$ cat src/rtl/descrambler_pkg.sv
// Shared definitions for the 802.11a x^7+x^4+1 scrambler/descrambler pair:
// FSM encoding, seed length and feedback taps.
package descrambler_pkg;

    typedef enum logic [1:0] {
        IDLE = 2'd0,
        SEED = 2'd1,
        DATA = 2'd2
    } descramblerState_t;

    localparam int SEED_BITS = 7;
    localparam int TAP_HIGH  = 6;
    localparam int TAP_LOW   = 3;

    function automatic logic feedbackBit(input logic [SEED_BITS-1:0] lfsrState);
        return lfsrState[TAP_HIGH] ^ lfsrState[TAP_LOW];
    endfunction

endpackage

$ cat src/rtl/descrambler_if.sv
// Bit-serial stream between the Viterbi decoder, the descrambler and the bit sink.
interface descrambler_if;

    logic Descrambler_DataIN;
    logic Descrambler_DataIN_VALID;
    logic Descrambler_DataOUT;
    logic Descrambler_DataOUTVALID;

    modport master (
        output Descrambler_DataIN,
        output Descrambler_DataIN_VALID,
        input  Descrambler_DataOUT,
        input  Descrambler_DataOUTVALID
    );

    modport slave (
        input  Descrambler_DataIN,
        input  Descrambler_DataIN_VALID,
        output Descrambler_DataOUT,
        output Descrambler_DataOUTVALID
    );

endinterface

$ cat src/rtl/descrambler_lfsr.sv
// 7-bit x^7+x^4+1 register: either loads received bits (seed recovery) or
// free-runs on its own feedback (descrambling).
module descrambler_lfsr
    import descrambler_pkg::*;
(
    input  logic                 clock,
    input  logic                 resetN,
    input  logic                 clear,
    input  logic                 loadBit,
    input  logic                 shiftEn,
    input  logic                 dataIn,
    output logic [SEED_BITS-1:0] shiftedIn,
    output logic                 feedback
);

    logic [SEED_BITS-1:0] lfsrReg;

    assign feedback  = feedbackBit(lfsrReg);
    assign shiftedIn = {lfsrReg[SEED_BITS-2:0], dataIn};

    always_ff @(posedge clock) begin
        if (!resetN) begin
            lfsrReg <= '0;
        end else if (clear) begin
            lfsrReg <= '0;
        end else if (loadBit) begin
            lfsrReg <= shiftedIn;
        end else if (shiftEn) begin
            lfsrReg <= {lfsrReg[SEED_BITS-2:0], feedback};
        end
    end

endmodule

$ cat src/rtl/descrambler.sv
// 802.11a receive descrambler: recovers the seed from the first 7 SERVICE bits,
// then descrambles the frame. DESCRAMBLER_SERVICE_CHECK_EN adds a reserved-SERVICE-bit check.
module descrambler
    import descrambler_pkg::*;
#(
    parameter int COUNT_WIDTH = 16,
    parameter int SEED_BITS   = descrambler_pkg::SEED_BITS
) (
    input  logic                   clock,
    input  logic                   Descrambler_Reset,
    input  logic                   Descrambler_Start,
    input  logic [COUNT_WIDTH-1:0] Descrambler_NumBits,
    descrambler_if.slave           stream,
    output logic                   Descrambler_Busy,
    output logic                   Descrambler_FrameDone,
    output logic [SEED_BITS-1:0]   Descrambler_SeedOUT
`ifdef DESCRAMBLER_SERVICE_CHECK_EN
    ,
    output logic                   Descrambler_ServiceError
`endif
);

    descramblerState_t    stateReg, stateNext;
    logic [COUNT_WIDTH-1:0] remainingReg;
    logic [2:0]           seedCountReg;
    logic                 startFrame, accept, lastBit, seedDone;
    logic [SEED_BITS-1:0] shiftedIn;
    logic                 feedback;

    assign startFrame = (stateReg == IDLE) && Descrambler_Start && (Descrambler_NumBits != '0);
    assign accept     = (stateReg != IDLE) && stream.Descrambler_DataIN_VALID;
    assign lastBit    = accept && (remainingReg == COUNT_WIDTH'(1));
    assign seedDone   = accept && (stateReg == SEED) && (seedCountReg == 3'(SEED_BITS - 1));
    assign Descrambler_Busy = (stateReg != IDLE);

    descrambler_lfsr lfsrInst (
        .clock     (clock),
        .resetN    (Descrambler_Reset),
        .clear     (startFrame),
        .loadBit   (accept && (stateReg == SEED)),
        .shiftEn   (accept && (stateReg == DATA)),
        .dataIn    (stream.Descrambler_DataIN),
        .shiftedIn (shiftedIn),
        .feedback  (feedback)
    );

    always_comb begin
        stateNext = stateReg;
        case (stateReg)
            IDLE: if (startFrame) stateNext = SEED;
            SEED: begin
                if (lastBit)       stateNext = IDLE;
                else if (seedDone) stateNext = DATA;
            end
            DATA: if (lastBit) stateNext = IDLE;
            default: stateNext = IDLE;
        endcase
    end

    always_ff @(posedge clock) begin
        if (!Descrambler_Reset) begin
            stateReg                        <= IDLE;
            remainingReg                    <= '0;
            seedCountReg                    <= '0;
            stream.Descrambler_DataOUT      <= 1'b0;
            stream.Descrambler_DataOUTVALID <= 1'b0;
            Descrambler_FrameDone           <= 1'b0;
            Descrambler_SeedOUT             <= '0;
        end else begin
            stateReg                        <= stateNext;
            stream.Descrambler_DataOUTVALID <= accept;
            Descrambler_FrameDone           <= lastBit;
            // SERVICE init bits descramble to zero by definition
            stream.Descrambler_DataOUT      <= accept && (stateReg == DATA)
                                               && (stream.Descrambler_DataIN ^ feedback);
            if (startFrame) begin
                remainingReg <= Descrambler_NumBits;
                seedCountReg <= '0;
            end else if (accept) begin
                remainingReg <= remainingReg - COUNT_WIDTH'(1);
                if (stateReg == SEED) seedCountReg <= seedCountReg + 3'd1;
            end
            if (seedDone) Descrambler_SeedOUT <= shiftedIn;
        end
    end

`ifdef DESCRAMBLER_SERVICE_CHECK_EN
    logic [4:0] bitPosReg;
    logic       serviceFlagReg;
    logic       serviceBitErr;

    // DATA begins at frame bit 7, so positions 7..15 are the reserved SERVICE bits
    assign serviceBitErr = accept && (stateReg == DATA) && (bitPosReg < 5'd16)
                           && (stream.Descrambler_DataIN ^ feedback);

    always_ff @(posedge clock) begin
        if (!Descrambler_Reset) begin
            bitPosReg                <= '0;
            serviceFlagReg           <= 1'b0;
            Descrambler_ServiceError <= 1'b0;
        end else if (startFrame) begin
            bitPosReg                <= '0;
            serviceFlagReg           <= 1'b0;
            Descrambler_ServiceError <= 1'b0;
        end else if (accept) begin
            if (bitPosReg < 5'd16) bitPosReg <= bitPosReg + 5'd1;
            if (serviceBitErr) serviceFlagReg <= 1'b1;
            if (lastBit) Descrambler_ServiceError <= serviceFlagReg | serviceBitErr;
        end
    end
`endif

endmodule

$ cat src/flat_wrapper.sv
// flat-port wrapper written by rule: the top's interface ports become plain ports
module descrambler_flat import descrambler_pkg::*;
#(
    parameter int COUNT_WIDTH = 16,
    parameter int SEED_BITS   = descrambler_pkg::SEED_BITS
)
  (clock, Descrambler_Reset, Descrambler_Start, Descrambler_NumBits, Descrambler_Busy, Descrambler_FrameDone, Descrambler_SeedOUT, stream_Descrambler_DataIN, stream_Descrambler_DataIN_VALID, stream_Descrambler_DataOUT, stream_Descrambler_DataOUTVALID);
  descrambler_if stream_i ();
  input  logic clock;
  input  logic Descrambler_Reset;
  input  logic Descrambler_Start;
  input  logic [COUNT_WIDTH-1:0] Descrambler_NumBits;
  output logic Descrambler_Busy;
  output logic Descrambler_FrameDone;
  output logic [SEED_BITS-1:0] Descrambler_SeedOUT;
  input wire logic [$bits(stream_i.Descrambler_DataIN)-1:0] stream_Descrambler_DataIN;
  input wire logic [$bits(stream_i.Descrambler_DataIN_VALID)-1:0] stream_Descrambler_DataIN_VALID;
  output wire logic [$bits(stream_i.Descrambler_DataOUT)-1:0] stream_Descrambler_DataOUT;
  output wire logic [$bits(stream_i.Descrambler_DataOUTVALID)-1:0] stream_Descrambler_DataOUTVALID;
  assign stream_i.Descrambler_DataIN = stream_Descrambler_DataIN;
  assign stream_i.Descrambler_DataIN_VALID = stream_Descrambler_DataIN_VALID;
  assign stream_Descrambler_DataOUT = stream_i.Descrambler_DataOUT;
  assign stream_Descrambler_DataOUTVALID = stream_i.Descrambler_DataOUTVALID;
  descrambler #(.COUNT_WIDTH(COUNT_WIDTH), .SEED_BITS(SEED_BITS)) u_core (.clock(clock), .Descrambler_Reset(Descrambler_Reset), .Descrambler_Start(Descrambler_Start), .Descrambler_NumBits(Descrambler_NumBits), .stream(stream_i), .Descrambler_Busy(Descrambler_Busy), .Descrambler_FrameDone(Descrambler_FrameDone), .Descrambler_SeedOUT(Descrambler_SeedOUT));
endmodule
$ cat config.mk
export PLATFORM = sky130hd
export DESIGN_NAME = descrambler_flat
export DESIGN_NICKNAME = d
export VERILOG_FILES = /design/src/rtl/descrambler_pkg.sv /design/src/rtl/descrambler_if.sv /design/src/rtl/descrambler_lfsr.sv /design/src/rtl/descrambler.sv /design/src/flat_wrapper.sv
export SDC_FILE = /design/constraint.sdc
export NUM_CORES = 1
export LEC_CHECK = 0
export BUFFER_PORTS_ARGS = -buffer_cell sky130_fd_sc_hd__buf_4
export CORE_MARGIN = 1.5
export CORE_UTILIZATION = 45
export CTS_BUF_LIST = sky130_fd_sc_hd__clkbuf_2
export CTS_CLUSTER_DIAMETER = 150
export DETAILED_ROUTE_END_ITERATION = 8
export PLACE_DENSITY = 0.69
export SETUP_SLACK_MARGIN = 0.4
export SYNTH_ARGS = -nofsm -noshare
export SYNTH_HDL_FRONTEND = slang
export SYNTH_SLANG_ARGS = --single-unit
$ cat constraint.sdc
create_clock -name clock -period 2.2 [get_ports clock]
set_clock_uncertainty 0.1 [all_clocks]
set_input_delay 0.33 -clock clock [delete_from_list [all_inputs] [get_ports clock]]
set_output_delay 0.33 -clock clock [all_outputs]
set_load 0.02 [all_outputs]
; Word level (Yosys, flattened, before mapping)
; Cells that the tools add are included.
[totals]
ff_bits = 38
out_inout_bits = 11
word_cells = 45
[op_classes]
addsub = 2
eq_ne = 7
mux = 9
n_bitwise = 3
n_reduce_logical = 16
[op_table]
columns = cell, n
row1 = $mux W16, 2
row2 = $eq A16 B1 Y1 const B, 1
row3 = $reduce_bool A16 Y1, 1
row4 = $sub A16 B1 Y16 const B, 1
row5 = $mux W7, 2
row6 = $logic_and A1 B1 Y1, 8
row7 = $mux W2, 4
row8 = $pmux W2 S3, 1
row9 = $reduce_bool A2 Y1, 3
row10 = $add A3 B1 Y3 const B, 1
row11 = $eq A3 B3 Y1 const B, 1
row12 = $ne A3 B1 Y1 const B, 1
row13 = $reduce_and A3 Y1, 1
row14 = $eq A2 B1 Y1 const B, 1
row15 = $eq A2 B2 Y1 const B, 1
row16 = $logic_not A2 Y1, 1
row17 = $ne A2 B1 Y1 const B, 1
row18 = $ne A2 B2 Y1 const B, 1
row19 = $reduce_and A2 Y1, 1
row20 = $reduce_or A2 Y1, 1
row21 = $xor A1 B1 Y1, 2
row22 = $not A1 Y1, 1

; Logic depth before layout (Yosys ltp)
[logic_depth]
word_depth = 7
depth_mapped = 6
mapped_depth_nobuf = 6

; By module
; Synthesis repeated with hierarchy kept, for this count alone.
[hier_totals]
cells_unflattened = 209
hier_area_um2 = 1860.5
[modules_own_cells]
columns = module, n_inst, cells_per_inst, area_each_um2, seq_area_each_um2
row1 = descrambler, 1, 169, 1530.2, 620.6
row2 = descrambler_lfsr, 1, 40, 330.3, 140.1

; Worst setup path before layout
; Ideal clock, no wire load.
[synth_path]
path_kind = register -> register
from = register u_core.remainingReg[7]
to = register u_core.remainingReg[14]
setup_time_ps = 75
arrival_ps = 1852
slack_ps = 173
path_stages_with_launch = 5
path_buffers = 0
cell_sequence = dfxtp_1 -> or4_4 -> or3_4 -> or4_1 -> a31oi_1
[synth_between]
elab_chain_len = 3
[synth_rtl]
columns = item, line
row1 = start: declaration, descrambler.sv:24  ; logic [COUNT_WIDTH-1:0] remainingReg;
row2 = start signal: assignment, descrambler.sv:77  ; remainingReg <= Descrambler_NumBits;
row3 = start signal: assignment, descrambler.sv:80  ; remainingReg <= remainingReg - COUNT_WIDTH'(1);
row4 = $sub A16 B1 Y16, descrambler.sv:80
row5 = $mux W16, descrambler.sv:79  ; end else if (accept) begin
row6 = $mux W16, descrambler.sv:76  ; if (startFrame) begin
; No other way between the ends. The select of a mux whose other input is x is not followed.
; A chain may end at the register's enable or synchronous reset.

; Worst setup path after layout
[layout_path]
from = register u_core.remainingReg[10]
to = register u_core.remainingReg[12]
; Same word-level chain as after synthesis.

==> metrics <==
GRT Util Overall between 20% and 30%; cell total after placement 270; final number of setup-violating endpoints 0; clk root buf clkbuf_2; Power Density ~640 nW/µm²; # DRC 0; CTS Sinks 38; initial core utilization between 40% and 50%; H-tree depth 2; Synth area leader dfxtp_1; number of synthesized flops with an enable pin 0; Reg2Reg Depth 4; Crit Path Class reg -> reg; vias in the first global route roughly 1800; final worst path period share just over 90%; leakage between 0.9 and 1 nW; Final Net Count approximately 270; Die Span Y between 60 and 70 µm; Worst Hold Depth 2; Post-Synth Simple-Gate Area between 20% and 30%; crit path DAT around 2.3 ns; largest family of logic cells by synthesized area simple AND/OR/NAND/NOR gates; TritonCTS clock tree built; Avg Inst Size Synth about 9.6 µm²; multiplexer share of the synthesized area under 10%; ant diodes 0; Post-Synthesis Cell Area roughly 1800 µm²; antenna violations before repair 0; Port Buf Inserts 31; DR vias 1694; CTS clk-pin slew, worst paths between 0.2 and 0.25 ns; Area Overhead vs Synth 32.6%; top cells by count, synth 38 x dfxtp_1, 21 x nor2_1, 15 x mux2i_1; drt pass-1 iters 4; DRT Wirelength between 4000 and 5000 µm; layout cells sized above 1 37.8%; crit path time final 2.04 ns; cells after synthesis between 150 and 200; Synth warnings 0; crit start category register; xor and xnor area share after synthesis between 1.5 and 2%; DP Wirelength 3360 µm; endpoints failing hold 0; final non-filler cell total 289; VDD IR-drop max approximately 380 µV; CP required between 2 and 2.5 ns; number of distinct library cells after synthesis 49; Starting DRT DRC Count 58; Via density roughly 5.9; Bufs on Longest Clock Path 2; pin count of the biggest net entering global routing 20; top-count cell post-synth dfxtp_1; Rows 22; Core Area 3740 µm²; post-synthesis compound-gate area fraction around a fifth; Worst Tran Pin Value roughly 0.55 ns; crit path capture type register; DR WL/cell 16.9 µm; GRT overflow 0; status finished clean; first-pass GRT wire length between 7000 and 8000 µm; post-synth top area share approximately 42%; Post-synth ARST share 0%; Synthesized Nets ~210; Max Freq between 0.4 and 0.5 GHz; Max-Cap Viols 0; Most used DFF post-synth dfxtp_1; Max Slew Vio Count 0; Worst-Skew Late Latency between 0.4 and 0.5 ns; setup TNS 0 ns; die area 4380 µm²; RSZ-0062 raised after global routing yes; Antenna Nets Post-Route 0; Layout Utilization 63.6%; Top Ports 32; min-delay worst type in -> reg; total CTS buffers 5; slew margin rel. a little under two thirds; Seq cells post-synth 38; GP Congestion between 0.8 and 0.9; Crit Path Max Fanout 3; Area contributors post-synth dfxtp_1 42%, mux2i_1 8.4%, nor2_1 4.4%; width of the die 66.2 µm; register area share after synthesis between 40% and 50%; Post-Synth Adder-Cell Area roughly 2.8%
[area by class of cell]
cell class                      instances  area (µm²)
Clock buffer                            5        25.0
Fill cell                             332        1360
Timing Repair Buffer                   50         379
Inverter                                6        25.0
Multi-Input combinational cell        139        1080
Tap cell                               48        60.1
Clock inverter                          3        45.0
Sequential cell                        38         772
[stage by stage]
step	power (W)	setup slack (ns)	hold slack (ns)	area, µm²
after floorplan	0.000916	0.187	0.340	1820
after global placement	0.00101	0.0584	0.378	2150
after detailed placement	0.00102	0.0428	0.384	2150
after CTS	0.00150	0.159	0.0152	2290
after global routing	0.00159	0.112	0.0453	2380
final	0.00152	0.164	0.0430	2380
[routing by layer]
layer / share of wire [%] / GRT usage [%]
met1: 42 / 27.5
met2: 52 / 43.3
met3: 3.8 / 5.28
met4: 1.6 / 9.69
met5: 0 / 0
[cells in the final DEF (no fill, tap or decap), drive strengths merged, types with 5 or more instances in the layout]
cell / netlist / routed
mux2i: 15 / 15
o211ai: 6 / 6
or3: 6 / 6
dfxtp: 38 / 38
nand2: 13 / 13
buf: 1 / 50
nor2: 21 / 21
nand3: 9 / 9
clkbuf: 4 / 5
a21oi: 7 / 7
a31oi: 8 / 8
or4: 8 / 8
inv: 5 / 5
[path summary, 6_finish.rpt]
kind	endpoint	from	slack [ns]
worst max-delay path	u_core.remainingReg[12]	u_core.remainingReg[10]	0.16
worst min-delay path	u_core.remainingReg[2]	Descrambler_NumBits[2]	0.04
worst max register to register	u_core.remainingReg[12]	u_core.remainingReg[10]	0.16
worst min register to register	u_core.Descrambler_SeedOUT[5]	u_core.Descrambler_SeedOUT[5]	0.42
[flip-flops by register name, summed over array words and instances (netlist names)]
name	count
u_core.Descrambler_FrameDone	1
u_core.remainingReg	16
u_core.Descrambler_SeedOUT	7
u_core.stream.Descrambler_DataOUT	1
u_core.lfsrInst.lfsrReg	7
u_core.seedCountReg	3
u_core.stream.Descrambler_DataOUTVALID	1
u_core.stateReg	2
[cells by family (layout without fill, tap and decap cells)]
group	Yosys count	after routing
xor+xnor	4	4
mux	16	16
simple gates	72	72
flops	38	38
fa+ha+maj	4	4
compound gates	43	43
buf+inv	11	64
[critical path, cell delays in order, from the launching register on]
cell and delay (ns):
dfxtp_2 0.38, or4_4 0.53, buf_4 0.16, or4_2 0.61, a31oi_2 0.19
[power by group]
| group | internal, W | total [W] | switching (W) |
|---|---|---|---|
| registers | 0.000719 | 0.000753 | 0.0000341 |
| logic | 0.000163 | 0.000320 | 0.000157 |
| clock network | 0.000191 | 0.000448 | 0.000257 |
[what timing repair did]
action / in CTS / in global routing
hold buffers: 0 / 0
endpoints found under the setup margin: 4 / 19
pin swaps: 4 / 9
buffers inserted: 6 / 5
resized for setup: 7 / 17
Power figures use the tool's default switching activity.
